$ cat src/rtl/result_capture_mem.sv
// result_capture_mem: captures N result words over valid/ready, then streams them back out in order.
// Optional build macro RESULT_CAPTURE_NAN_CHECK_EN enables the sticky non-finite (NaN/Inf) flag.
module result_capture_mem #(
   parameter int N     = 4,
   parameter int WIDTH = 32
) (
   input  logic                   clk,
   input  logic                   rst_n,
   input  logic                   start,
   input  logic                   in_valid,
   input  logic [WIDTH-1:0]       in_data,
   output logic                   in_ready,
   input  logic                   rd_en,
   output logic                   out_valid,
   output logic [WIDTH-1:0]       out_data,
   input  logic                   out_ready,
   output logic                   full,
   output logic [$clog2(N+1)-1:0] count,
   output logic                   nan_flag
);
   localparam int CW = $clog2(N+1);
   localparam int AW = (N > 1) ? $clog2(N) : 1;

   typedef enum logic [1:0] {S_IDLE, S_CAPTURE, S_FULL, S_DRAIN} state_t;

   state_t           state, state_n;
   logic [WIDTH-1:0] mem [0:N-1];
   logic [CW-1:0]    wr_ptr, rd_ptr;
   logic             restart, accept, xfer, load, done;

   assign in_ready = (state == S_CAPTURE);
   assign full     = (state == S_FULL) || (state == S_DRAIN);

   // state register; reset aborts any run in progress
   always_ff @(posedge clk or negedge rst_n)
      if (!rst_n) state <= S_IDLE;
      else        state <= state_n;

   // next state and handshake qualifiers; start beats a same-cycle word and is ignored while draining
   always_comb begin
      state_n = state;
      restart = start && (state != S_DRAIN);
      accept  = (state == S_CAPTURE) && in_valid && !start;
      xfer    = out_valid && out_ready;
      done    = (state == S_DRAIN) && xfer && (rd_ptr == CW'(N));
      case (state)
         S_IDLE:    state_n = start ? S_CAPTURE : S_IDLE;
         S_CAPTURE: state_n = (accept && wr_ptr == CW'(N-1)) ? S_FULL : S_CAPTURE;
         S_FULL:    state_n = start ? S_CAPTURE : (rd_en ? S_DRAIN : S_FULL);
         S_DRAIN:   state_n = done ? S_IDLE : S_DRAIN;
         default:   state_n = S_IDLE;
      endcase
      load = (state == S_FULL) && (state_n == S_DRAIN);
   end

   // buffer storage carries no reset; contents are only meaningful once captured
   always_ff @(posedge clk)
      if (accept) mem[wr_ptr[AW-1:0]] <= in_data;

   // capture side: write pointer and word count
   always_ff @(posedge clk or negedge rst_n)
      if (!rst_n) begin
         wr_ptr <= '0;
         count  <= '0;
      end else if (restart) begin
         wr_ptr <= '0;
         count  <= '0;
      end else if (accept) begin
         wr_ptr <= wr_ptr + 1'b1;
         count  <= count + 1'b1;
      end else if (done) begin
         wr_ptr <= '0;
         count  <= '0;
      end

   // readout side: rd_ptr always points at the word to present after the current one
   always_ff @(posedge clk or negedge rst_n)
      if (!rst_n) begin
         rd_ptr    <= '0;
         out_valid <= 1'b0;
         out_data  <= '0;
      end else if (load) begin
         out_data  <= mem[0];
         out_valid <= 1'b1;
         rd_ptr    <= CW'(1);
      end else if (done) begin
         out_valid <= 1'b0;
         rd_ptr    <= '0;
      end else if ((state == S_DRAIN) && xfer) begin
         out_data  <= mem[rd_ptr[AW-1:0]];
         rd_ptr    <= rd_ptr + 1'b1;
      end

`ifdef RESULT_CAPTURE_NAN_CHECK_EN
   // sticky flag for accepted words with an all-ones exponent, cleared by a new run
   always_ff @(posedge clk or negedge rst_n)
      if (!rst_n)                                nan_flag <= 1'b0;
      else if (restart)                          nan_flag <= 1'b0;
      else if (accept && in_data[30:23] == 8'hFF) nan_flag <= 1'b1;
`else
   assign nan_flag = 1'b0;
`endif

endmodule

$ cat config.mk
export PLATFORM = sky130hd
export DESIGN_NAME = result_capture_mem
export DESIGN_NICKNAME = d
export VERILOG_FILES = /design/src/rtl/result_capture_mem.sv
export SDC_FILE = /design/constraint.sdc
export NUM_CORES = 1
export LEC_CHECK = 0
export CORE_AREA = 2 2 128 130
export CTS_BUF_LIST = sky130_fd_sc_hd__clkbuf_4 sky130_fd_sc_hd__clkbuf_8
export DETAILED_ROUTE_END_ITERATION = 16
export DIE_AREA = 0 0 130 132
export GPL_TIMING_DRIVEN = 0
export MAX_ROUTING_LAYER = met4
export PLACE_DENSITY = 0.66
export SYNTH_ARGS = -nofsm -noshare
export SYNTH_HDL_FRONTEND = slang
export SYNTH_SLANG_ARGS = --single-unit
$ cat constraint.sdc
create_clock -name clk -period 2.1 [get_ports clk]
set_input_delay 0.42 -clock clk [delete_from_list [all_inputs] [get_ports clk]]
set_output_delay 0.42 -clock clk [all_outputs]
set_load 0.05 [all_outputs]
==> impl_metrics.py, run 1 <==
metrics = {
    "outcome": {
        "outcome": "complete, no violations",
    },
    "routing": {
        "vias_per_cell": 5.59,
        "firstDrtPassIters": 4,
        "ant_nets": 0,
        "drt_iter0_drc": 381,
        "via_count": 4203,
        "wl_per_cell_microns": 20.5,
        "wl_mm": 15.4,
        "drc_errors": 0,
    },
    "die": {
        "rows": 46,
        "die_h_microns": 132,
        "start_util": 0.443,
        "die_area_sq_um": 17200,
        "pin_count": 77,
        "die_w_microns": 130,
        "core_area_sq_um": 15700,
    },
    "placement": {
        "post-place-ws_ns": -0.676,
        "routabilityCongestion": 0.798,
        "port-buffer-count": 75,
        "dp_hpwl_mm": 9.26,
        "dpl_cell_area_sq_um": 8000,
    },
    "sta": {
        "worst_slack_ns": 0.0514,
        "fin_crit_sh": 0.976,
        "worstMarginPinSlew_ns": 0.582,
        "timing.setup.tns_ns": 0,
        "rsz0062_at_grt": "yes",
        "finalHoldViolations": 0,
        "post-route-min-period_ns": 2.05,
        "relSlewSlack": 0.612,
        "skew_ns": 0.00897,
        "drv_slew": 0,
        "fmax_mhz": 488,
        "setup_viol": 0,
    },
    "pwr": {
        "power.total_uw": 10800,
        "powerDensity_nw_per_um2": 1280,
        "power_leakage_uw": 0.00319,
        "peakVddDrop_mv": 0.740,
    },
    "synthesis": {
        "avgSynthCellArea_sq_um": 16.3,
        "yosysSeqAreaShare": 0.711,
        "async_reset_ff_frac": 0.256,
        "synth_seq_cells": 172,
        "synth_largest_area_cell": "edfxtp_1",
        "synth_top_area_share": 0.552,
        "syn_nets": 473,
        "ys.flop_type": "edfxtp_1",
        "yosys_warnings": 0,
        "synth.distinct_cells": 37,
        "ys_top_cells_by_area": "edfxtp_1 55%, dfrtp_1 16%, mux4_2 9.4%, a31oi_1 3.0%, o21ai_0 2.8%",
        "synthesis.instances": 427,
        "syn_area_sq_um": 6960,
        "synth-edff-count": 128,
    },
    "clock_tree": {
        "cts_setup_buffers": 0,
        "clk_root_buffer_cell": "clkbuf_8",
        "cts-htree-levels": 4,
        "clk_pin_slew_ns": 0.08,
        "cts_buffers": 17,
        "cts_tree": "built",
        "clk_latency_ns": 0.46,
        "clk_path_buf_depth": 2,
        "clock-sinks": 172,
    },
    "layout": {
        "utilization": 0.538,
        "synthToLayoutAreaGrowth_pct": 21.4,
        "diodes": 0,
        "final_common_cell": "edfxtp_1",
        "layout_common_cells": "128 x edfxtp_1, 44 x dfrtp_1, 44 x clkdlybuf4s50_1",
        "final_area_sq_um": 8450,
        "drive_gt1_frac": 0.185,
        "nNetsFinal": 569,
    },
    "global_routing": {
        "grt_pass1_wl_mm": 24.1,
        "grt.busiest_layer": "met2",
        "use_met2": 0.301,
        "grt_pass1_vias": 4294,
        "grtUsageTotal": 0.196,
        "grt_max_degree": 34,
        "antenna_found_initial": 0,
        "met1_usage": 0.256,
        "grt.overflow.total": 0,
        "use_met3": 0.0434,
    },
    "worst_setup_path": {
        "worst_path_largest_cell_delay_ns": 0.81,
        "r2r_start": "state[1]$_DFF_PN0_",
        "crit_arrival_ns": 1.63,
        "end_kind": "output pin",
        "path_cells": "clkdlybuf4s50_1",
        "worstSetupPathType": "flop to output pin",
        "r2r_setup_slack_ns": 0.12,
        "critPathLaunchType": "flop",
        "rr_worst_depth": 4,
        "worst_path_max_delay_cell": "clkdlybuf4s50_1",
        "cp_max_fo": 2,
        "r2r_end": "mem[3][16]$_DFFE_PP_",
        "cp.required_ns": 1.68,
        "cp_top_family": "buffers and inverters",
        "critPathBufInv": 1,
    },
    "hold_path": {
        "min_path_type": "input pin to async pin",
    },
    "run": {
        "max_cap_violations": 0,
    },
}
## through the flow
| step | hold slack (ns) | instances |
|---|---|---|
| 2_1_floorplan | 0.124 | 427 |
| 6_report | 0.392 | 752 |
| 4_1_cts | 0.375 | 752 |
| 5_1_grt | 0.398 | 752 |
| 3_3_place_gp | 0.512 | 718 |
| 3_5_place_dp | 0.336 | 719 |
## metal layers
layer	vias to the layer above	wire, microns
met1	2177	6620
met2	144	7660
met4	0	317
met3	29	826
li1	1853	-
met5	-	0
## final cells by class
| class | instances | area (sq um) |
|---|---|---|
| Sequential cell | 172 | 4940 |
| Timing Repair Buffer | 77 | 787 |
| Inverter | 7 | 26.3 |
| Fill cell | 1264 | 7270 |
| Clock inverter | 7 | 90.1 |
| Clock buffer | 25 | 300 |
| Buffer | 35 | 256 |
| Multi-Input combinational cell | 213 | 1770 |
| Tap cell | 216 | 270 |
## sequential cells by signal, summed over array words and instances (netlist names)
name	count
count	3
mem	128
rd_ptr	3
wr_ptr	3
state	2
out_data	32
out_valid	1
## how the worst max path moves through the flow
stage               cells after the start                       end                     from  slack [ns]
floorplan                               4       mem[3][0]$_DFFE_PP_       state[1]$_DFF_PN0_        0.27
global placement                        1  out_data[23]$_DFFE_PN0P_                    rst_n       -0.79
detailed placement                      4      mem[2][21]$_DFFE_PP_                 in_valid       -0.68
CTS                                     4      mem[0][14]$_DFFE_PP_       state[1]$_DFF_PN0_       -0.23
global route                            4      mem[1][30]$_DFFE_PP_       state[1]$_DFF_PN0_      0.0002
finish                                  1               out_data[9]  out_data[9]$_DFFE_PN0P_        0.05
## logic make-up after synthesis
group           after synthesis  share of synthesized area
compound gates               83                     0.0694
other cells                   1                   0.000539
flops                       172                      0.711
mux                          33                      0.107
fa+ha+maj                     8                     0.0144
simple gates                 88                     0.0617
buf+inv                      42                     0.0365
## Yosys cell counts (2+ instances only)
master	number
buf_2	16
buf_12	3
nand2_1	5
dfrtp_1	44
clkbuf_1	9
nand3_1	33
nor2_1	33
and2_1	6
a2bb2oi_1	2
mux4_1	3
ha_1	8
nor2b_1	3
o21ai_0	39
edfxtp_1	128
a21oi_1	2
inv_1	7
buf_4	5
a21boi_0	2
a31oi_1	33
mux4_2	29
## where the power goes
| group | switching (uW) | internal, uW |
|---|---|---|
| Clock | 1120 | 1180 |
| Sequential | 300 | 4220 |
| Combinational | 2380 | 1590 |
| Total | 3800 | 6990 |
## what timing repair did
action,4_1_cts,5_1_grt
pin swaps,0,1
hold buffers,1,0
hold endpoints to repair,11,0
setup endpoints to repair,174,171
resized for setup,21,40
Power figures use the tool's default switching activity.
==> inputs of run 2 (changes only) <==
- CORE_AREA: 2 2 128 130 -> 2 2 118 120
- DIE_AREA: 0 0 130 132 -> 0 0 120 122
- PLACE_DENSITY: 0.66 -> 0.76
==> run 2 against run 1 <==
Sequential power about the same; sequential share of layout area increased by 0.65 points; critical path depth unchanged; combinational power about the same; critical endpoint is now out_data[25]; count of clock-buffer cells in the layout unchanged.
==> impl_metrics.py, run 2 (synthesis gave the netlist of run 1 again) <==
metrics = {
    "pwr": {
        "power_leakage_uw": 0.00313,
        "powerDensity_nw_per_um2": 1260,
        "peakVddDrop_mv": 0.491,
    },
    "worst_setup_path": {
        "cp.required_ns": 1.68,
        "path_cells": "clkdlybuf4s50_1",
        "critPathBufInv": 1,
        "worst_path_max_delay_cell": "clkdlybuf4s50_1",
        "worstSetupPathType": "flop to output pin",
        "cp_top_family": "buffers and inverters",
        "end_kind": "output pin",
        "worst_path_largest_cell_delay_ns": 0.81,
        "cp_max_fo": 2,
        "crit_arrival_ns": 1.65,
        "critPathLaunchType": "flop",
    },
    "layout": {
        "nNetsFinal": 569,
        "final_area_sq_um": 8350,
        "layout_common_cells": "128 x edfxtp_1, 55 x clkdlybuf4s50_1, 44 x dfrtp_1",
        "largest_reg_flops": 128,
        "drive_gt1_frac": 0.183,
        "final_common_cell": "edfxtp_1",
        "fin_cells": 716,
        "diodes": 0,
        "synthToLayoutAreaGrowth_pct": 20.1,
    },
    "global_routing": {
        "grtUsageTotal": 0.216,
        "grt_max_degree": 36,
        "grt.overflow.total": 0,
        "grt_pass1_wl_mm": 22.5,
        "antenna_found_initial": 0,
        "grt_pass1_vias": 4219,
    },
    "clock_tree": {
        "clk_latency_ns": 0.46,
        "cts_tree": "built",
        "clock-sinks": 172,
        "cts-htree-levels": 4,
        "clk_root_buffer_cell": "clkbuf_8",
        "cts_buffers": 17,
        "clk_pin_slew_ns": 0.08,
        "clk_path_buf_depth": 2,
    },
    "die": {
        "rows": 43,
        "start_util": 0.515,
        "core_area_sq_um": 13500,
        "die_h_microns": 122,
        "die_w_microns": 120,
        "die_area_sq_um": 14600,
        "pin_count": 77,
    },
    "sta": {
        "post-route-min-period_ns": 2.07,
        "worst_slack_ns": 0.0342,
        "timing.setup.tns_ns": 0,
        "finalHoldViolations": 0,
        "drv_slew": 0,
        "setup_viol": 0,
        "fin_crit_sh": 0.984,
        "rsz0062_at_grt": "no",
        "skew_ns": 0.00641,
        "worstMarginPinSlew_ns": 0.591,
        "relSlewSlack": 0.606,
        "fmax_mhz": 484,
    },
    "routing": {
        "via_count": 4131,
        "ant_nets": 0,
        "drc_errors": 0,
        "wl_mm": 14.5,
        "firstDrtPassIters": 4,
        "wl_per_cell_microns": 20.2,
        "vias_per_cell": 5.77,
        "drt_iter0_drc": 434,
    },
    "placement": {
        "dp.cells": 683,
        "post-place-ws_ns": -0.611,
        "routabilityCongestion": 0.783,
        "port-buffer-count": 75,
        "dpl_cell_area_sq_um": 7950,
        "dp_hpwl_mm": 9.00,
    },
    "hold_path": {
        "min_path_type": "input pin to async pin",
    },
    "run": {
        "max_cap_violations": 0,
    },
    "outcome": {
        "outcome": "complete, no violations",
    },
}
[run 2: changes by cell type in the layout (fill, tap and decap cells not counted), sizes merged]
cell,change
bufinv,-2
clkdlybuf4s50,+11
clkinvlp,+1
buf,+2
clkbuf,-2
clkinv,+1
dlygate4sd2,-11
[run 2: final timing paths]
kind | startpoint | endpoint | slack, ns | cells after the start
worst max-delay path | out_data[25]$_DFFE_PN0P_ | out_data[25] | 0.03 | 1
worst min-delay path | rst_n | count[2]$_DFFE_PN0P_ | 0.35 | 2
worst max register to register | rd_ptr[0]$_DFFE_PN0P_ | out_data[27]$_DFFE_PN0P_ | 0.13 | 9
worst min register to register | count[1]$_DFFE_PN0P_ | count[1]$_DFFE_PN0P_ | 0.54 | 1
max in group asynchronous | rst_n | out_data[29]$_DFFE_PN0P_ | 1.26 | 3
min in group clk | count[1]$_DFFE_PN0P_ | count[1]$_DFFE_PN0P_ | 0.54 | 1
[run 2: final cells by class]
cell class | instances | area, sq um
Clock inverter | 7 | 42.5
Tap cell | 180 | 225
Multi-Input combinational cell | 213 | 1770
Timing Repair Buffer | 77 | 801
Buffer | 35 | 245
Fill cell | 968 | 5150
Inverter | 7 | 26.3
Clock buffer | 25 | 300
Sequential cell | 172 | 4940
[run 2: repair_timing]
item / 4_1_cts / 5_1_grt
buffers inserted: 0 / 0
endpoints found under the setup margin: 162 / 171
gates resized for setup: 8 / 33
hold buffers: 1 / 0
hold endpoints to repair: 9 / 0
[run 2: where the power goes]
| part | leakage (uW) | internal (uW) | total, uW | switching, uW |
|---|---|---|---|---|
| Combinational | 0.00123 | 1640 | 3990 | 2350 |
| Clock | 0.000180 | 933 | 2030 | 1100 |
| Sequential | 0.00172 | 4230 | 4520 | 293 |
| Total | 0.00313 | 6800 | 10500 | 3750 |
[run 2: stage by stage]
stage                     hold WS (ns)  total power, uW   util
final                            0.354            10500  0.619
after global routing             0.366            11000  0.619
after CTS                        0.358            10600  0.615
after detailed placement         0.309             8620  0.589
after global placement           0.510             8510  0.588
after floorplan                  0.124             7360      -
[run 2: per-layer routing]
layer / vias up / GRT usage / wire length, microns
met5: - / - / 0
li1: 1849 / - / -
met4: 0 / 0.0897 / 221
met1: 2105 / 0.264 / 5840
met2: 157 / 0.352 / 7580
met3: 20 / 0.0487 / 820
==> inputs of run 3 (changes only) <==
- PLACE_DENSITY: 0.76 -> 0.78
- SLEW_MARGIN: not set -> 0
==> run 3 against run 2 <==
Fmax rose by 0.14%; sequential share of layout area decreased by 0.92 points; largest cell class unchanged; via count grew 3.0%; non-clock buffer count up 5.
==> impl_metrics.py, run 3 (synthesis gave the netlist of run 1 again) <==
metrics = {
    "routing": {
        "drt_iter0_drc": 362,
        "firstDrtPassIters": 8,
        "wl_per_cell_microns": 20.5,
        "via_count": 4253,
        "wl_mm": 14.8,
        "ant_nets": 0,
        "vias_per_cell": 5.90,
        "drc_errors": 0,
    },
    "clock_tree": {
        "clk_pin_slew_ns": 0.09,
        "cts-htree-levels": 4,
        "clk_root_buffer_cell": "clkbuf_8",
        "clk_path_buf_depth": 2,
        "clock-sinks": 172,
        "cts_tree": "built",
        "clk_latency_ns": 0.45,
        "cts_buffers": 17,
    },
    "worst_setup_path": {
        "worst_path_max_delay_cell": "clkdlybuf4s50_1",
        "critPathLaunchType": "flop",
        "critPathBufInv": 1,
        "path_cells": "clkdlybuf4s50_1",
        "crit_arrival_ns": 1.64,
        "cp_max_fo": 2,
        "cp.required_ns": 1.68,
        "worst_path_largest_cell_delay_ns": 0.84,
        "worstSetupPathType": "flop to output pin",
        "end_kind": "output pin",
        "cp_top_family": "buffers and inverters",
    },
    "sta": {
        "drv_slew": 0,
        "post-route-min-period_ns": 2.06,
        "relSlewSlack": 0.613,
        "worst_slack_ns": 0.0371,
        "setup_viol": 0,
        "rsz0062_at_grt": "no",
        "timing.setup.tns_ns": 0,
        "fin_crit_sh": 0.982,
        "fmax_mhz": 485,
        "worstMarginPinSlew_ns": 0.581,
        "finalHoldViolations": 0,
        "skew_ns": 0.00889,
    },
    "layout": {
        "nNetsFinal": 574,
        "final_common_cell": "edfxtp_1",
        "drive_gt1_frac": 0.190,
        "diodes": 0,
        "multi_input_area_sq_um": 1770,
        "seq_area_sq_um": 4940,
        "fillers": 969,
        "synthToLayoutAreaGrowth_pct": 22.0,
        "fin_cells": 721,
        "largest_reg_flops": 128,
        "layout_common_cells": "128 x edfxtp_1, 55 x clkdlybuf4s50_1, 44 x dfrtp_1",
    },
    "die": {
        "die_h_microns": 122,
        "pin_count": 77,
        "core_area_sq_um": 13500,
        "die_area_sq_um": 14600,
        "start_util": 0.515,
        "rows": 43,
        "die_w_microns": 120,
    },
    "outcome": {
        "outcome": "complete, no violations",
    },
    "pwr": {
        "power_leakage_uw": 0.00319,
        "powerDensity_nw_per_um2": 1310,
        "power.total_uw": 11100,
        "peakVddDrop_mv": 0.534,
    },
    "placement": {
        "post-place-ws_ns": -0.628,
        "routabilityCongestion": 0.776,
        "dp.cells": 683,
        "port-buffer-count": 75,
        "dp_hpwl_mm": 9.04,
    },
    "global_routing": {
        "grtUsageTotal": 0.223,
        "antenna_found_initial": 0,
        "grt_pass1_wl_mm": 23.4,
        "grt_pass1_vias": 4401,
        "grt_max_degree": 33,
        "grt.overflow.total": 0,
    },
    "hold_path": {
        "min_path_type": "input pin to async pin",
    },
    "run": {
        "max_cap_violations": 0,
    },
}
-- run 3: changes by cell type in the layout (fill, tap and decap cells not counted), sizes merged --
cell,previous run,this run
clkbuf,35,30
buf,28,32
bufinv,0,3
inv,8,10
clkdlybuf4s15,0,1
clkinv,4,3
clkinvlp,2,3
-- run 3: through the flow --
| stage | hold slack, ns | cell area [sq um] | utilization |
|---|---|---|---|
| after floorplan | 0.124 | 6960 | - |
| after global placement | 0.509 | 7940 | 0.588 |
| after detailed placement | 0.354 | 7950 | 0.589 |
| after CTS | 0.411 | 8390 | 0.622 |
| after global routing | 0.428 | 8490 | 0.628 |
| final | 0.411 | 8490 | 0.628 |
-- run 3: layout make-up --
cell class,instances,share of cell area
Clock buffer,20,0.0317
Sequential cell,172,0.583
Multi-Input combinational cell,213,0.208
Tap cell,180,0.0265
Clock inverter,12,0.0189
Timing Repair Buffer,82,0.0994
Buffer,35,0.0292
Inverter,7,0.00310
-- run 3: what timing repair did --
action,4_1_cts,5_1_grt
buffers inserted,0,5
endpoints found under the setup margin,162,159
hold endpoints to repair,13,0
hold buffers,1,0
resized for setup,10,30
pin swaps,0,0
-- run 3: final timing paths --
kind | start | end | slack (ns) | cells after the start
max reg2reg | rd_ptr[0]$_DFFE_PN0P_ | out_data[26]$_DFFE_PN0P_ | 0.10 | 9
max | out_data[2]$_DFFE_PN0P_ | out_data[2] | 0.04 | 1
max in group asynchronous | rst_n | out_data[4]$_DFFE_PN0P_ | 1.18 | 3
min | rst_n | out_data[23]$_DFFE_PN0P_ | 0.41 | 2
min in group clk | count[1]$_DFFE_PN0P_ | count[1]$_DFFE_PN0P_ | 0.54 | 1
min reg2reg | count[1]$_DFFE_PN0P_ | count[1]$_DFFE_PN0P_ | 0.54 | 1
-- run 3: report_power, final --
group	switching, uW	total [uW]	internal (uW)
logic	2400	4110	1710
registers	300	4520	4220
clock network	1190	2460	1270
-- run 3: per-layer routing --
metal / global-route usage / wire length, microns
met1: 0.270 / 5750
met2: 0.368 / 7820
met4: 0.101 / 354
met3: 0.0417 / 890
met5: - / 0
==> edit 1 (flow settings as in run 1) <==
The parameter `WIDTH` goes from 32 to 36.
--- a/src/rtl/result_capture_mem.sv
+++ b/src/rtl/result_capture_mem.sv
@@ -2,7 +2,7 @@
 // Optional build macro RESULT_CAPTURE_NAN_CHECK_EN enables the sticky non-finite (NaN/Inf) flag.
 module result_capture_mem #(
    parameter int N     = 4,
-   parameter int WIDTH = 32
+   parameter int WIDTH = 36
 ) (
    input  logic                   clk,
    input  logic                   rst_n,
Ports: changed (resized in_data and out_data); port bits go from 77 to 85. No check against the original RTL was run, so the function may have changed too.
==> edit 1 against run 1 <==
Area after synthesis is 11% higher; register-to-register slack lost 0.05 ns; final area rose by 11%; routed wire length increased by 7.3%; core utilization increased by 6.0 points; sequential cell count grew 20; setup slack worse by 0.017 ns; largest cell class unchanged.
Power is not compared: it rests on default switching activity, and its combinational part moved more than twofold at a synthesized area within 25%.
==> edit 1: results (changes against run 1) <==
Total Nets Final 631 (was 569); met3 GRT Util 0.0381 (was 0.0434); Inst Count DP 772 (was 719); Max Cap Viol 0 (unchanged); root buf cell clkbuf_8 (unchanged); layout cells sized above 1 0.167 (was 0.185); All-Layer GR Usage 0.210 (was 0.196); Net Count, Synth 522 (was 473); Vias per Instance 5.64 (was 5.59); top post-synthesis cells by area edfxtp_1, dfrtp_1, mux4_2 (unchanged); Seq power 0.00467 W; YS warnings 0 (unchanged); top sig layer met4 (unchanged); Clock Latency Late Sink 0.46 ns (about the same); Worst Reg2Reg Path Length in Cells 4 (unchanged); Post-CTS Setup Repair Bufs 0 (unchanged); mux share of post-synthesis cell area 0.109 (was 0.107); DR WL met2 8600 um (was 7660 um); wire length on met3 593 um (was 826 um); CTS Buf Count 17 (unchanged); Synth cell types 36 (was 37); syn_area_per_cell 16.4 um2 (was 16.3 um2); first-pass GRT wire length 25900 um (was 24100 um); WL met1 7150 um (was 6620 um); Worst-path clk slew 0.10 ns (was 0.08 ns); placed inst area 8870 um2 (was 8000 um2); CP peak stage delay 0.81 ns (about the same); met2 usage 0.341 (was 0.301); number of port buffers 83 (was 75); DRT Pass-1 Iters 5 (was 4); number of flip-flops in the largest register 144 (was 128); EDFF count, synth 144 (was 128); relative slew slack 0.575 (was 0.612); complex-gate fraction of the synthesized area 0.0671 (was 0.0694); ys async rst share 0.250 (was 0.256); commonest cells in the synthesized netlist edfxtp_1, dfrtp_1, o21ai_0 (unchanged); H-tree Lvls 4 (unchanged); hold_buf cts 1 (unchanged); DR iter-0 viols 232 (was 381); number of diodes 0 (unchanged); min-delay worst type in -> async (unchanged); vias in the first global route 4823 (was 4294); DP HPWL 10100 um (was 9260 um); post-cts resize count 26 (was 21); wirelength, routed 16500 um (was 15400 um); met1 Usage GRT 0.274 (was 0.256); overall power 0.00920 W; Adder-Cell Fraction of Synth Area 0.0129 (was 0.0144); largest net degree at the start of global routing 37 (was 34); sequential area share after synthesis 0.713 (was 0.711); CTS max path bufs 2 (unchanged); Worst Clk Skew 0.0135 ns (was 0.00897 ns); initial antenna violation count 0 (unchanged); total number of vias 4562 (was 4203); crit path DAT 1.65 ns (was 1.63 ns); status complete, no violations (unchanged); GP Congestion 0.762 (was 0.798); fill count 1192 (was 1264); peak supply drop 0.490 mV; dpl ws -0.726 ns (was -0.676 ns)
edit 1: cell count changes in the layout (fill, tap and decap cells not counted), sizes merged, moves of 3 or more:
cell / run 1 / this run
edfxtp: 128 / 144
dfrtp: 44 / 48
nand3: 33 / 37
clkinv: 3 / 6
clkdlybuf4s50: 44 / 53
dlygate4sd2: 15 / 12
nor2: 33 / 37
buf: 26 / 30
mux4: 32 / 36
a31oi: 33 / 37
o21ai: 39 / 44
edit 1: worst paths after layout:
kind	end	slack, ns	start
hold / removal	count[1]	0.51	rst_n
setup reg to reg	mem[3][7]	0.07	state[1]
hold reg to reg	count[1]	0.55	count[1]
setup / recovery	out_data[21]	0.03	out_data[21]
max in group asynchronous	out_data[0]	1.01	rst_n
min in group clk	count[1]	0.55	count[1]
edit 1: layout make-up:
type	instances	area, um2	area share
buffer	37	274	0.0292
multi-input combinational	235	1960	0.209
inverter	7	26.3	0.00280
tap	216	270	0.0288
sequential	192	5530	0.589
clock buffer	19	249	0.0265
clock inverter	12	166	0.0177
timing repair buffer	91	918	0.0978
==> edit 2 (flow settings as in run 1) <==
Without the edit above. The 4 states of `state_t` get a one-hot encoding in 4 bits.
--- a/src/rtl/result_capture_mem.sv
+++ b/src/rtl/result_capture_mem.sv
@@ -21,7 +21,7 @@
    localparam int CW = $clog2(N+1);
    localparam int AW = (N > 1) ? $clog2(N) : 1;
 
-   typedef enum logic [1:0] {S_IDLE, S_CAPTURE, S_FULL, S_DRAIN} state_t;
+   typedef enum logic [3:0] {S_IDLE = 4'b0001, S_CAPTURE = 4'b0010, S_FULL = 4'b0100, S_DRAIN = 4'b1000} state_t;
 
    state_t           state, state_n;
    logic [WIDTH-1:0] mem [0:N-1];
Function: no difference found for any inputs over 10 cycles, from zero or initial values and one cycle with rst_n low; not proved beyond that.
==> edit 2 against run 1 <==
The run now ends with setup timing left; die area unchanged; synthesized cell count up 1.6%; non-clock buffer count up 1; critical endpoint is now mem[2][13]; routed wire length down 6.4%; final area up 1.8%; setup slack worse by 0.087 ns; critical path type is now reg -> reg; sequential cell count up 2; largest cell class unchanged; area after synthesis down 0.67%; cell count up 2.0%; critical path depth up 4.
Power is not compared: it rests on default switching activity, and its combinational part moved more than twofold at a synthesized area within 25%.
==> edit 2: results (changes against run 1) <==
ys async rst share 0.264 (was 0.256); Worst path top cell family by delay simple AND/OR/NAND/NOR gates (was buffers and inverters); WL met1 6240 um (was 6620 um); relative slew slack 0.534 (was 0.612); vias in the first global route 4174 (was 4294); CP max-delay cell and2_4 (was clkdlybuf4s50_1); Worst Clk Skew 0.0127 ns (was 0.00897 ns); DR WL met2 7130 um (was 7660 um); GP Congestion 0.735 (was 0.798); wire length on met3 943 um (was 826 um); number of diodes 0 (unchanged); met2 usage 0.289 (was 0.301); met3 GRT Util 0.0560 (was 0.0434); Worst-path clk slew 0.09 ns; cell internal pwr 0.00513 W; largest net degree at the start of global routing 33 (was 34); mux share of post-synthesis cell area 0.109 (was 0.107); peak supply drop 0.754 mV; violated checks setup timing; placed inst area 8020 um2 (was 8000 um2); DP HPWL 8930 um (was 9260 um); wire per inst 18.8 um (was 20.5 um); CTS max path bufs 2 (unchanged); Net Count, Synth 480 (was 473); crit path DAT 2.22 ns (was 1.63 ns); worst setup margin -0.0354 ns (was 0.0514 ns); Synth cell types 41 (was 37); CP peak stage delay 0.50 ns (was 0.81 ns); crit-path max FO 32 (was 2); DRT Pass-1 Iters 5 (was 4); top post-synthesis cells by area edfxtp_1, dfrtp_1, mux4_2 (unchanged); All-Layer GR Usage 0.184 (was 0.196); DR iter-0 viols 221 (was 381); Post-Synth XOR/XNOR Area 0.00127 (was 0); met1 Usage GRT 0.238 (was 0.256); wirelength, routed 14400 um (was 15400 um); Inst Count DP 726 (was 719); layout cells sized above 1 0.211 (was 0.185); total number of vias 3997 (was 4203); sequential area share after synthesis 0.723 (was 0.711); status complete, but fails checks (was complete, no violations); final setup fails 114 (was 0); Adder-Cell Fraction of Synth Area 0.0145 (was 0.0144); first-pass GRT wire length 22700 um (was 24100 um); setup TNS -1.45 ns (was 0 ns); sequential share of power 0.574; dpl ws -0.731 ns (was -0.676 ns)
edit 2: final timing paths:
kind                       startpoint     endpoint  slack [ns]  cells past startpoint
min                             rst_n  out_data[4]        0.45                      2
max reg2reg                  state[2]   mem[2][13]       -0.04                      5
max                          state[2]   mem[2][13]       -0.04                      5
min reg2reg                 wr_ptr[2]    wr_ptr[2]        0.51                      1
min in group clk            wr_ptr[2]    wr_ptr[2]        0.51                      1
max in group asynchronous       rst_n     state[0]        1.07                      3
edit 2: cell type report:
class / instances / area [um2]
Inverter: 8 / 30.0
Sequential cell: 174 / 5000
Buffer: 24 / 198
Timing Repair Buffer: 89 / 866
Fill cell: 1268 / 7110
Clock inverter: 13 / 156
Tap cell: 216 / 270
Clock buffer: 19 / 262
Multi-Input combinational cell: 224 / 1820
edit 2: what timing repair did:
item                                   4_1_cts  5_1_grt
hold buffers                                 1        0
buffers inserted                             3        9
endpoints found under the hold margin       15        0
pin swaps                                    4        4
resized for setup                           46       29
setup endpoints to repair                  187      178
